===== config.mk =====
export PLATFORM = sky130hd
export DESIGN_NAME = demux_1x4_buf
export DESIGN_NICKNAME = d
export VERILOG_FILES = /design/src/rtl/demux_1x4_buf.sv
export SDC_FILE = /design/constraint.sdc
export NUM_CORES = 1
export LEC_CHECK = 0
export BUFFER_PORTS_ARGS = -buffer_cell sky130_fd_sc_hd__buf_2
export CORE_UTILIZATION = 54
export CTS_BUF_LIST = sky130_fd_sc_hd__clkbuf_8
export DETAILED_ROUTE_END_ITERATION = 7
export PLACE_DENSITY = 0.83
export SETUP_SLACK_MARGIN = 0.05
export SYNTH_ARGS = -nofsm -noshare
export SYNTH_HDL_FRONTEND = slang
export SYNTH_SLANG_ARGS = --single-unit

===== constraint.sdc =====
create_clock -name clk -period 2.6 [get_ports clk]
set_input_delay 0.26 -clock clk [delete_from_list [all_inputs] [get_ports clk]]
set_output_delay 0.26 -clock clk [all_outputs]
set_load 0.01 [all_outputs]

===== src/rtl/demux_1x4_buf.sv =====
// rtl/demux_1x4_buf.sv - registered 1-to-4 demultiplexer with per-channel holding register and saturating word counter
module demux_1x4_buf #(
   parameter int W  = 8,
   parameter int CW = 8
) (
   input  logic            clk,
   input  logic            rst_n,
   input  logic            in_valid,
   output logic            in_ready,
   input  logic [W-1:0]    in_data,
   input  logic [1:0]      in_sel,
   output logic [3:0]      out_valid,
   input  logic [3:0]      out_ready,
   output logic [4*W-1:0]  out_data,
   input  logic            cnt_clr,
   output logic [4*CW-1:0] cnt
);

   localparam logic [CW-1:0] CNT_MAX = {CW{1'b1}};
   localparam logic [CW-1:0] CNT_ONE = {{(CW-1){1'b0}}, 1'b1};

   logic [3:0]    r_full;
   logic [W-1:0]  r_data [4];
   logic [CW-1:0] r_cnt  [4];

   logic [3:0]    w_drain;
   logic [3:0]    w_sel_dec;
   logic [3:0]    w_load;
   logic          w_accept;

   // Handshake decode: a full channel that drains this cycle can take a new word
   // in the same cycle, giving one word per cycle per channel. The selected
   // channel blocks the whole input when it is full and not draining.
   always_comb begin
      w_drain   = r_full & out_ready;
      w_sel_dec = 4'b0001 << in_sel;
      in_ready  = rst_n & (~r_full[in_sel] | w_drain[in_sel]);
      w_accept  = in_valid & in_ready;
      w_load    = w_accept ? w_sel_dec : 4'b0000;
   end

   // Channel holding registers and counters; counter clear wins over increment
   // but never blocks the data load itself.
   always_ff @(posedge clk) begin
      if (!rst_n) begin
         r_full <= 4'b0000;
         for (int i = 0; i < 4; i++) begin
            r_data[i] <= '0;
            r_cnt[i]  <= '0;
         end
      end else begin
         for (int i = 0; i < 4; i++) begin
            if (w_load[i]) begin
               r_full[i] <= 1'b1;
               r_data[i] <= in_data;
            end else if (w_drain[i]) begin
               r_full[i] <= 1'b0;
            end

            if (cnt_clr) begin
               r_cnt[i] <= '0;
            end else if (w_load[i] && (r_cnt[i] != CNT_MAX)) begin
               r_cnt[i] <= r_cnt[i] + CNT_ONE;
            end
         end
      end
   end

   // Flatten per-channel registers onto the packed output buses.
   always_comb begin
      out_valid = r_full;
      out_data  = '0;
      cnt       = '0;
      for (int i = 0; i < 4; i++) begin
         out_data[i*W +: W] = r_data[i];
         cnt[i*CW +: CW]    = r_cnt[i];
      end
   end

endmodule


==> out/qor.yml <==
grt_usage_pct: 23.75
start_kind: "flop"
fmax_mhz: 447.7
min_period_over_period_pct: 85.91
portBuffers: 86
synth_edf_count: 64
drv_cap: 0
final_cells: 424
worstSetupEndpointType: "flop"
synth_warnings: 0
grt_overflow_total: 0
netlist_area_mm2: 0.003137
synth_compound_area_share_pct: 6.302
synthSimpleGateAreaFrac_pct: 22.58
holdCritStartpoint: "in_data[3]"
cts-buffers-inserted: 9
worst_slew_pin_slew_ps: 1072
crit_start: "r_cnt[2][0]$_SDFFCE_PN0P_"
status: "finished, final reports clean"
synthXorXnorAreaFrac_pct: 3.351
synth_area_leaders: "edfxtp_1, and2_1, nand3_1"
drive_above_1_share_pct: 30.40
synth-async-reset-ratio_pct: 0
critPathSlowestCell: "nor3_1"
crit_arrival_ps: 2180
grt_pass1_vias: 2245
finalSetupTns_ps: 0
r2r_start: "r_cnt[2][0]$_SDFFCE_PN0P_"
cts_tree: "done"
rsz0062_at_grt: "false"
clkSinkCount: 68
finish.net_count: 369
hold_viol: 0
antenna_found_initial: 0
wl_per_cell_um: 15.73
dp_hpwl_um: 4929
fin_skew_ps: 7.062
clk_pin_slew_ps: 70
cts_resized: 0
die_area_mm2: 0.006118
synth_nets: 273
crit_chain: "ha_1 > inv_1 > nor3_1 > o21ai_0"
synth-seq-cells: 68
syn_inst: 251
rows: 27
synthMuxAreaShare_pct: 0.7180
synth-seq-area-share_pct: 63.82
drt_iter0_drc: 162
insertedDiodeCount: 0
post_cts_buffers: 0
p_leak_uw: 0.001584
ant_nets: 0
core_area_mm2: 0.005540
vdd_drop_max_uv: 470.6
min_path_type: "in -> reg"
vias: 2377
path_buf_inv: 1
drt_pass1_iterations: 5
die_w_um: 78.22
clkLatencyLatePin_ps: 340
power_density_mw_per_mm2: 595.7
yosys.area.top_type: "edfxtp_1"
maxSlewHeadroom_pct: 27.76
grt_pass1_wl_um: 10700
die_height_um: 78.22
clockBufferDepth: 2
crit_fanout: 8
path_delay_family: "simple AND/OR/NAND/NOR gates"
ys.flop_type: "edfxtp_1"
place.gp.congestion: 0.8338
synth_cell_types: 33
wl_um: 6671
worstSetupPathType: "reg -> reg"
ios: 87
critPathMaxStageDelay_ps: 580
htree_levels: 3
area_growth_syn_to_layout_pct: 22.34
min_period_ps: 2234
drc_errors: 0
yosys.area.top_type_share_pct: 61.27
root_buffer: "clkbuf_8"
syn_avg_cell_area_um2: 12.50
dp_cells: 408
ctsHoldBuffers: 0
maxSlewViolCount: 0
synth_top_family_by_area: "simple AND/OR/NAND/NOR gates"
initial_core_util_pct: 56.62
grt_max_degree: 12
setup_viol: 0
synthAdderAreaFrac_pct: 1.596
via_per_inst: 5.606
required_ps: 2550
==> registers in the layout, indices dropped and copies added (netlist names) <==
signal	count
r_data	32
out_valid	4
r_cnt	32
==> worst paths after layout <==
path / end / cells after the start / slack [ps]
max: r_cnt[2][3]$_SDFFCE_PN0P_ / 4 / 370
min: r_data[1][3]$_SDFFCE_PN0P_ / 2 / 240
max reg2reg: r_cnt[2][3]$_SDFFCE_PN0P_ / 4 / 370
min reg2reg: out_valid[3]$_SDFFE_PN0P_ / 2 / 640
==> worst reg2reg max path, stage by stage, from the launching register on <==
cell	delay [ps]
edfxtp_1	410
ha_1	230
inv_1	90
nor3_1	580
o21ai_0	530
==> metrics by stage <==
step                area [um^2]  power (uW)  utilization [%]  hold WS, ps  worst slack [ps]
finish                     3837        2286            69.26        242.5             366.2
floorplan                  3137        1399                -        434.1             601.2
global placement           3655        1484            65.97        595.4             486.7
detailed placement         3655        1493            65.97        597.0             332.0
global route               3837        2364            69.26        250.2             66.66
CTS                        3837        2297            69.26        236.1             324.4
==> power by group <==
group	leakage (uW)	total (uW)	switching, uW	internal (uW)
Combinational	0.000755	183	113	70.0
Sequential	0.000733	1290	38.6	1250
Clock	0.0000953	817	388	429
==> cell usage in the layout, fill, tap and decap left out, types with 8 or more instances in the layout <==
master    count
buf_2        86
edfxtp_1     64
and2_1       33
nand3_1      18
nor2_1       15
o21ai_0      12
inv_1        11
nand2_1      11
a21oi_1      11
clkbuf_8      9
or3_1         8
==> area by class of cell <==
| type | instances | area, um^2 |
|---|---|---|
| sequential | 68 | 2002 |
| fill | 438 | 1703 |
| multi-input combinational | 170 | 1084 |
| timing repair buffer | 87 | 437.9 |
| clock buffer | 9 | 123.9 |
| tap | 72 | 90.09 |
| clock inverter | 7 | 58.81 |
| inverter | 11 | 41.29 |
==> cells in the mapped netlist (all sizes together) (3+ instances only) <==
library cell	count
or3	8
xnor2	5
nand2	11
nand3	18
o21ai	12
nor3	6
nand4	7
ha	4
dfxtp	4
nand2b	6
xor2	7
nor3b	3
nor2b	3
and2	33
nor2	15
a21oi	11
edfxtp	64
inv	11
and3	3
==> per-layer routing <==
metal  vias up  wire length [um]  global-route usage [%]  part of all wire [%]
met4         0               180                   14.81                   2.7
met1      1127              2712                   28.55                    41
li1       1123                 -                       -                     -
met5         -                 0                       0                     0
met3        15               453                   4.651                   6.8
met2       112              3325                   39.39                    50
==> cells by family after synthesis <==
group | after synthesis
simple gates | 119
buf+inv | 13
compound gates | 34
fa+ha+maj | 4
xor+xnor | 12
mux | 1
flops | 68
Power figures use the tool's default switching activity.
